**src/rtl/mem_access_ctrl.sv**
```systemverilog
// Memory-stage sequencer: runs the req/gnt/rvalid data-memory handshake and emits one write-back beat per instruction.
// Optional abort-on-timeout build: define MEM_TIMEOUT_EN.
module mem_access_ctrl #(
   parameter int unsigned DATA_W         = 32,
   parameter int unsigned ADDR_W         = 32,
   parameter int unsigned TIMEOUT_CYCLES = 64
) (
   input  logic              clk_i,
   input  logic              reset_ni,
   input  logic              in_valid_i,
   input  logic              mem_read_i,
   input  logic              mem_write_i,
   input  logic              mem_to_reg_i,
   input  logic              reg_write_i,
   input  logic [4:0]        rd_i,
   input  logic [ADDR_W-1:0] addr_i,
   input  logic [DATA_W-1:0] wdata_i,
   input  logic [DATA_W-1:0] alu_result_i,
   output logic              stall_o,
   output logic              dmem_req_o,
   output logic              dmem_we_o,
   output logic [ADDR_W-1:0] dmem_addr_o,
   output logic [DATA_W-1:0] dmem_wdata_o,
   input  logic              dmem_gnt_i,
   input  logic              dmem_rvalid_i,
   input  logic [DATA_W-1:0] dmem_rdata_i,
   output logic              wb_valid_o,
   output logic              wb_reg_write_o,
   output logic [4:0]        wb_rd_o,
   output logic [DATA_W-1:0] wb_data_o,
   output logic              err_o
);

   typedef enum logic [1:0] {
      IDLE = 2'd0,
      REQ  = 2'd1,
      WAIT = 2'd2
   } state_e;

   state_e              state_q, state_d;

   logic                reg_write_q;
   logic                mem_to_reg_q;
   logic [4:0]          rd_q;
   logic [DATA_W-1:0]   alu_q;

   logic                capture;
   logic                wb_load;
   logic                wb_reg_write_d;
   logic [4:0]          wb_rd_d;
   logic [DATA_W-1:0]   wb_data_d;
   logic                err_d;
   logic                timeout_hit;
   logic                mem_op;

   assign mem_op = mem_read_i | mem_write_i;

`ifdef MEM_TIMEOUT_EN
   localparam int unsigned CNT_W = $clog2(TIMEOUT_CYCLES + 1);

   logic [CNT_W-1:0] cnt_q;

   assign timeout_hit = (state_q != IDLE) && (cnt_q == CNT_W'(TIMEOUT_CYCLES));

   // Held at zero in IDLE so it starts from zero on every entry to REQ.
   always_ff @(posedge clk_i or negedge reset_ni) begin
      if (!reset_ni) begin
         cnt_q <= '0;
      end else if (state_q == IDLE) begin
         cnt_q <= '0;
      end else if (!timeout_hit) begin
         cnt_q <= cnt_q + CNT_W'(1);
      end
   end
`else
   logic unused_timeout_cfg;

   assign unused_timeout_cfg = ^32'(TIMEOUT_CYCLES);
   assign timeout_hit        = 1'b0;
`endif

   // State register.
   always_ff @(posedge clk_i or negedge reset_ni) begin
      if (!reset_ni) begin
         state_q <= IDLE;
      end else begin
         state_q <= state_d;
      end
   end

   // Next state, handshake outputs and write-back selection.
   always_comb begin
      state_d        = state_q;
      capture        = 1'b0;
      wb_load        = 1'b0;
      wb_reg_write_d = 1'b0;
      wb_rd_d        = rd_q;
      wb_data_d      = alu_q;
      err_d          = 1'b0;
      stall_o        = 1'b0;
      dmem_req_o     = 1'b0;

      unique case (state_q)
         IDLE: begin
            if (in_valid_i) begin
               if (mem_op) begin
                  stall_o = 1'b1;
                  capture = 1'b1;
                  state_d = REQ;
               end else begin
                  wb_load        = 1'b1;
                  wb_reg_write_d = reg_write_i;
                  wb_rd_d        = rd_i;
                  wb_data_d      = alu_result_i;
               end
            end
         end
         REQ: begin
            if (timeout_hit) begin
               wb_load = 1'b1;
               err_d   = 1'b1;
               state_d = IDLE;
            end else begin
               dmem_req_o = 1'b1;
               stall_o    = 1'b1;
               if (dmem_gnt_i) begin
                  if (dmem_we_o) begin
                     stall_o = 1'b0;
                     wb_load = 1'b1;
                     state_d = IDLE;
                  end else begin
                     state_d = WAIT;
                  end
               end
            end
         end
         WAIT: begin
            if (timeout_hit) begin
               wb_load = 1'b1;
               err_d   = 1'b1;
               state_d = IDLE;
            end else if (dmem_rvalid_i) begin
               wb_load        = 1'b1;
               wb_reg_write_d = reg_write_q;
               wb_data_d      = mem_to_reg_q ? dmem_rdata_i : alu_q;
               state_d        = IDLE;
            end else begin
               stall_o = 1'b1;
            end
         end
         default: begin
            state_d = IDLE;
         end
      endcase
   end

   // Instruction capture; the request fields drive memory directly from these flops.
   always_ff @(posedge clk_i or negedge reset_ni) begin
      if (!reset_ni) begin
         dmem_we_o    <= 1'b0;
         dmem_addr_o  <= '0;
         dmem_wdata_o <= '0;
         reg_write_q  <= 1'b0;
         mem_to_reg_q <= 1'b0;
         rd_q         <= '0;
         alu_q        <= '0;
      end else if (capture) begin
         dmem_we_o    <= mem_write_i & ~mem_read_i;
         dmem_addr_o  <= addr_i;
         dmem_wdata_o <= wdata_i;
         reg_write_q  <= reg_write_i;
         mem_to_reg_q <= mem_to_reg_i;
         rd_q         <= rd_i;
         alu_q        <= alu_result_i;
      end
   end

   // Write-back beat: valid/err pulse, payload holds between beats.
   always_ff @(posedge clk_i or negedge reset_ni) begin
      if (!reset_ni) begin
         wb_valid_o     <= 1'b0;
         wb_reg_write_o <= 1'b0;
         wb_rd_o        <= '0;
         wb_data_o      <= '0;
         err_o          <= 1'b0;
      end else begin
         wb_valid_o <= wb_load;
         err_o      <= err_d;
         if (wb_load) begin
            wb_reg_write_o <= wb_reg_write_d;
            wb_rd_o        <= wb_rd_d;
            wb_data_o      <= wb_data_d;
         end
      end
   end

endmodule

```
**config.mk**
```make
export PLATFORM = sky130hd
export DESIGN_NAME = mem_access_ctrl
export DESIGN_NICKNAME = d
export VERILOG_FILES = /design/src/rtl/mem_access_ctrl.sv
export SDC_FILE = /design/constraint.sdc
export NUM_CORES = 1
export LEC_CHECK = 0
export CAP_MARGIN = 20
export CORE_ASPECT_RATIO = 1.1
export CORE_UTILIZATION = 25
export DETAILED_ROUTE_END_ITERATION = 12
export PLACE_DENSITY = 0.47
export SYNTH_ARGS = -nofsm -noshare
export SYNTH_HDL_FRONTEND = slang
export SYNTH_SLANG_ARGS = --single-unit
```
**constraint.sdc**
```tcl
create_clock -name clk_i -period 1.44 [get_ports clk_i]
set_input_delay 0.216 -clock clk_i [delete_from_list [all_inputs] [get_ports clk_i]]
set_output_delay 0.216 -clock clk_i [all_outputs]
set_load 0.05 [all_outputs]
```
==> flow_summary_export.csv, run 1 <==
group,metric,value,unit
power,power_frac_clock,0.142,
grt,grt_overflow,0,
logic_synthesis,yosys.area.top_type,"dfrtp_1",
routing,postRouteAntennaNets,0,
cells_and_area,nets,978,
setup_path,cp.arrival,1600,ps
routing,wl_per_cell,22.3,um
die,die_y,178,um
routing,drtIter0Drc,391,
cells_and_area,drive_above_1_share,0.384,
grt,antenna_found_initial,4,
sta,setup_violations,144,
grt,first_global_vias,6815,
power,switching_share,0.427,
setup_path,crit_start,"state_q[0]$_DFFE_PN0P_",
sta,slew_viol_final,0,
placed_design,placed_cells,1140,
power,comb_power_share,0.601,
power,ir_worst_vdd,1.29,mV
clock_network,clk_pin_slew,70,ps
clock_network,root_buffer,"clkbuf_16",
grt,grt_pass1_wl,41000,um
routing,drt_pass1_iterations,4,
logic_synthesis,yosys_most_used_dff,"dfrtp_1",
power,power_leakage,0.00499,uW
power,switchingPower,13900,uW
logic_synthesis,synth_area_per_cell,12.7,um^2
die,rows,63,
logic_synthesis,synth_seq_area_share,0.518,
cells_and_area,finalNonFillerCells,1207,
clock_network,cts_tree,"built",
clock_network,htreeDepth,4,
setup_path,cp_max_fo,4,
routing,drt_wl_total,26900,um
setup_path,worstSetupPathType,"flip-flop to output pin",
placed_design,place_hpwl,17600,um
cells_and_area,fillers,2388,
clock_network,cts_buffer_depth,2,
die,dieArea,28700,um^2
routing,viasPerCell,5.07,
clock_network,clk_latency,430,ps
cells_and_area,final_util,0.479,
sta,finClkSkew,13.2,ps
sta,rsz0062_at_grt,"yes",
run,maxCapViolCount,0,
logic_synthesis,synthesis.nets,694,
setup_path,endpoint,"stall_o",
cells_and_area,area_growth_syn_to_layout,86.4,%
logic_synthesis,syn_inst,552,
placed_design,pre_cts_ws,-608,ps
placed_design,placed_area,11400,um^2
status,violations,"setup timing",
logic_synthesis,synthArstFlopShare,1.00,
logic_synthesis,ys_top_cells_by_count,"dfrtp_1, nor3b_1, mux2_1",
setup_path,r2r-end,"rd_q[4]$_DFFE_PN0P_",
logic_synthesis,synth.distinct_cells,35,
logic_synthesis,post-synth-top-count-cell,"dfrtp_1",
min_path,hold_class,"input pin to flip-flop",
die,core,27300,um^2
die,ioPinCount,249,
clock_network,numCtsBuffers,17,
grt,grt.total_usage,0.190,
placed_design,gp_routability_congestion,0.750,
cells_and_area,stdcell_area,13100,um^2
power,p_seq_frac,0.257,
sta,final_hold_viol_count,0,
clock_network,cts.sinks,145,
die,start_util,0.257,
setup_path,reg2reg_from,"state_q[1]$_DFFE_PN0P_",
logic_synthesis,synth_top_area_frac,0.518,
logic_synthesis,syn_area,7010,um^2
sta,period_needed,1810,ps
setup_path,critPathLaunchType,"flip-flop",
power,power_density,2490,nW/um^2
setup_path,critical_path_required,1220,ps
setup_path,reg2regPathDepth,5,
placed_design,portBuffers,247,
setup_path,reg2reg_slack,-360,ps
sta,setup_ws,-373,ps
power,p_int,18600,uW
sta,post-route-period-util,1.26,
die,fp.dieW,162,um
logic_synthesis,synthTopCellsByArea,"dfrtp_1, mux2_1, mux2_2",
routing,drc_errors,0,
logic_synthesis,yosysWarnings,0,
status,outcome,"complete, but fails checks",
routing,vias,6121,
grt,grt_max_degree,41,
logic_synthesis,ys_ff_latch,145,
logic_synthesis,synth_edf_count,0,
setup_path,end_kind,"output pin",
sta,max_freq,0.552,GHz
critical path, stage by stage, from the launching register on:
cell	delay (ps)
dfrtp_2	410
buf_8	130
nand2b_4	60
a21oi_2	30
or3_4	370
buf_6	170
cell usage in the layout (no fill, tap or decap), types with 2 or more instances in the layout:
master           netlist  layout
buf_12                 0     126
bufinv_16              0       2
nand3_1                5       5
nor3b_1               64      59
o21ai_2                0       6
mux2i_1               32      32
clkdlybuf4s50_1        0     139
buf_4                 12      27
a32oi_1               33      32
nand2b_4               0       2
nor3b_2                1       5
inv_1                  3       2
buf_8                  0       6
clkinvlp_4             0       4
mux2_1                60      58
mux2_2                44      44
clkbuf_16              0      19
nand3b_1               2       2
inv_6                  0       4
a31oi_1               39      36
a2111oi_2              0       7
nor2_4                 0       2
buf_6                  3      16
mux2_4                 0       2
a31oi_2                0       2
nor2_1                 3       2
dfrtp_1              145     142
a2111oi_4              0      24
buf_16                 0       7
diode_2                0       2
dfrtp_2                0       3
nor3_1                 5       5
inv_8                  0       4
state kept, by name (all words and copies together), names as in the netlist:
| register | cells |
|---|---|
| wb_reg_write_o | 1 |
| wb_data_o | 32 |
| mem_to_reg_q | 1 |
| dmem_addr_o | 32 |
| rd_q | 5 |
| wb_valid_o | 1 |
| alu_q | 32 |
| dmem_we_o | 1 |
| state_q | 2 |
| dmem_wdata_o | 32 |
| wb_rd_o | 5 |
| reg_write_q | 1 |
layer usage:
layer,share of wire,vias to the layer above,wire (um),track usage
met1,0.39,3130,10500,0.213
met2,0.50,224,13500,0.327
met3,0.091,36,2460,0.0785
li1,-,2729,-,-
met4,0.018,2,482,0.0633
met5,0.00048,-,13,0
worst min path at each step:
stage | from | end | depth (start not counted)
after floorplan | reset_ni | alu_q[0]$_DFFE_PN0P_ | 0
after global placement | reset_ni | dmem_addr_o[4]$_DFFE_PN0P_ | 1
after detailed placement | reset_ni | dmem_addr_o[6]$_DFFE_PN0P_ | 1
after CTS | mem_read_i | dmem_we_o$_DFFE_PN0P_ | 2
after global routing | mem_read_i | dmem_we_o$_DFFE_PN0P_ | 2
final | mem_read_i | dmem_we_o$_DFFE_PN0P_ | 2
power by group through the flow:
stage	registers, uW	logic, uW	clock network [uW]
6_report	8350	19600	4620
5_1_grt	8640	20400	4910
4_1_cts	8270	19200	4750
3_5_place_dp	8270	18000	0
3_3_place_gp	8130	17800	0
2_1_floorplan	12300	4540	0
cells by family (layout without fill, tap and decap cells):
group                  after synthesis  after routing  synth area share
multiplexers                       136            136             0.213
AO/OA/AOI/OAI                      114            114             0.126
AND/OR/NAND/NOR                     92             92            0.0941
flip-flops                         145            145             0.518
other                                1              3          0.000535
buffers and inverters               64            360            0.0482
metrics by stage:
| step | hold slack [ps] | power, uW | setup TNS, ps |
|---|---|---|---|
| 6_report | 262 | 32500 | -37720 |
| 5_1_grt | 270 | 34000 | -44820 |
| 4_1_cts | 248 | 32200 | -39960 |
| 3_5_place_dp | 183 | 26200 | -76520 |
| 3_3_place_gp | 179 | 25900 | -72740 |
| 2_1_floorplan | -79.6 | 16800 | -3690 |
final cells by class:
type | count | area, um^2 | share of cell area
repair buffers | 326 | 4680 | 0.358
multi-input cells | 343 | 3680 | 0.282
flip-flops and latches | 145 | 3630 | 0.278
clock buffers | 17 | 425 | 0.0326
clock inverters | 14 | 170 | 0.0130
well taps | 357 | 447 | 0.0342
diodes | 2 | 5.00 | 0.000383
inverters | 3 | 13.8 | 0.00105
timing repair:
item                                    in CTS  in global routing
gates resized for setup                     51                 58
hold endpoints to repair                    33                  0
endpoints found under the setup margin     143                144
gates cloned                                 9                  3
hold buffers                                 1                  0
pin swaps                                    5                  9
buffers inserted                            20                  8
Power figures use the tool's default switching activity.
==> inputs of run 2 (changes only) <==
--- a/config.mk
+++ b/config.mk
@@ -11,4 +11,5 @@
 export DETAILED_ROUTE_END_ITERATION = 12
 export PLACE_DENSITY = 0.47
+export SETUP_SLACK_MARGIN = 0.2
 export SYNTH_ARGS = -nofsm -noshare
 export SYNTH_HDL_FRONTEND = slang
==> constraint.sdc (replaced) <==
create_clock -name clk_i -period 1.44 [get_ports clk_i]
set_input_delay 0.432 -clock clk_i [delete_from_list [all_inputs] [get_ports clk_i]]
set_output_delay 0.432 -clock clk_i [all_outputs]
set_load 0.05 [all_outputs]
==> flow_summary_export.csv, run 2 (same netlist as run 1, synthesis figures left out) <==
group,metric,value,unit
status,outcome,"complete, but fails checks",
status,violations,"setup timing",
clock_network,clk_latency,440,ps
sta,setup_ws,-599,ps
cells_and_area,final_cell_mix,"dfrtp_1, clkdlybuf4s50_1, buf_12",
setup_path,worstSetupPathType,"flip-flop to output pin",
setup_path,end_kind,"output pin",
grt,antenna_found_initial,0,
sta,period_needed,2040,ps
placed_design,portBuffers,247,
die,ioPinCount,249,
min_path,hold_class,"input pin to asynchronous set/reset pin",
clock_network,cts_tree,"built",
power,p_seq_frac,0.239,
setup_path,cp.arrival,1610,ps
die,dieArea,28700,um^2
cells_and_area,nets,1024,
power,switching_share,0.417,
clock_network,cts_buffer_depth,2,
setup_path,critical_path_required,1010,ps
power,power_density,2500,nW/um^2
power,ir_worst_vdd,1.66,mV
setup_path,endpoint,"stall_o",
power,power_leakage,0.00562,uW
sta,setup_violations,188,
die,start_util,0.257,
setup_path,cp_max_fo,5,
routing,drc_errors,0,
placed_design,place_hpwl,17100,um
cells_and_area,antenna_cells,0,
routing,drtIter0Drc,315,
routing,drt_pass1_iterations,4,
die,die_y,178,um
grt,grt_pass1_wl,41900,um
setup_path,r2r-end,"wb_data_o[25]$_DFFE_PN0P_",
grt,grt_overflow,0,
sta,post-route-period-util,1.42,
grt,grt_max_degree,43,
routing,drt_wl_total,27800,um
power,p_int,20300,uW
setup_path,critPathLaunchType,"flip-flop",
die,fp.dieW,162,um
sta,final_hold_viol_count,0,
die,core,27300,um^2
cells_and_area,area_growth_syn_to_layout,98.7,%
routing,viasPerCell,5.06,
sta,rsz0062_at_grt,"yes",
setup_path,reg2regPathDepth,6,
placed_design,pre_cts_ws,-762,ps
clock_network,htreeDepth,4,
die,rows,63,
sta,relSlewSlack,0.555,
clock_network,clk_pin_slew,70,ps
setup_path,reg2reg_from,"state_q[1]$_DFFE_PN0P_",
power,switchingPower,14500,uW
sta,slew_viol_final,0,
sta,finClkSkew,15.2,ps
sta,worstMarginPinSlew,665,ps
routing,postRouteAntennaNets,0,
routing,vias,6331,
routing,wl_per_cell,22.2,um
clock_network,numCtsBuffers,17,
power,comb_power_share,0.639,
sta,holdWs,439,ps
sta,max_freq,0.490,GHz
clock_network,cts.sinks,145,
clock_network,root_buffer,"clkbuf_16",
cells_and_area,drive_above_1_share,0.485,
power,power_frac_clock,0.123,
placed_design,gp_routability_congestion,0.768,
grt,first_global_vias,6989,
setup_path,reg2reg_slack,-470,ps
grt,grt.total_usage,0.194,
run,maxCapViolCount,0,
setup_path,crit_start,"state_q[0]$_DFFE_PN0P_",
run 2: per-stage QoR:
step,area [um^2],util,instances,total power (uW),setup TNS (ps)
after global routing,13900,0.510,1252,36300,-63430
after floorplan,7080,-,552,16400,-11290
after CTS,13100,0.481,1226,33000,-55440
final,13900,0.510,1252,34900,-53870
after detailed placement,11300,0.413,1143,25700,-94360
after global placement,11300,0.413,1143,25400,-90940
run 2: repair_timing:
item / 4_1_cts / 5_1_grt
setup buffers: 33 / 25
gates resized for setup: 154 / 111
hold buffers: 1 / 0
pin swaps: 1 / 11
endpoints found under the hold margin: 20 / 0
endpoints found under the setup margin: 248 / 249
cloned: 17 / 1
run 2: worst min path at each step:
stage | from | endpoint | slack, ps
final | reset_ni | dmem_wdata_o[20]$_DFFE_PN0P_ | 440
after CTS | reset_ni | dmem_wdata_o[20]$_DFFE_PN0P_ | 420
after detailed placement | reset_ni | dmem_wdata_o[20]$_DFFE_PN0P_ | 320
after global routing | reset_ni | dmem_wdata_o[20]$_DFFE_PN0P_ | 450
after global placement | reset_ni | dmem_wdata_o[20]$_DFFE_PN0P_ | 320
after floorplan | reset_ni | alu_q[0]$_DFFE_PN0P_ | 140
run 2: final cells by class:
class / instances / area (um^2)
clock buffer: 18 / 429
sequential: 145 / 3640
inverter: 3 / 15.0
multi-input combinational: 343 / 3970
fill: 2322 / 13400
tap: 357 / 447
clock inverter: 14 / 121
timing repair buffer: 372 / 5290
run 2: power by group through the flow:
stage	Clock (uW)	Sequential (uW)	Combinational (uW)
final	4270	8310	22300
after global routing	4570	8560	23200
after CTS	4400	8210	20400
after detailed placement	0	8220	17500
after global placement	0	8090	17300
after floorplan	0	12200	4160
run 2: per-layer routing:
layer,wire length [um],track usage,vias up
met5,0,0,-
met4,475,0.0637,0
met3,2290,0.0722,40
met2,13600,0.327,236
met1,11400,0.227,3243
li1,-,-,2812
run 2: worst max-delay path, cell delays in order, from the launching register on:
cell,delay [ps]
dfrtp_2,440
buf_6,130
nand2b_4,60
a21oi_1,40
or3_4,340
buf_6,160
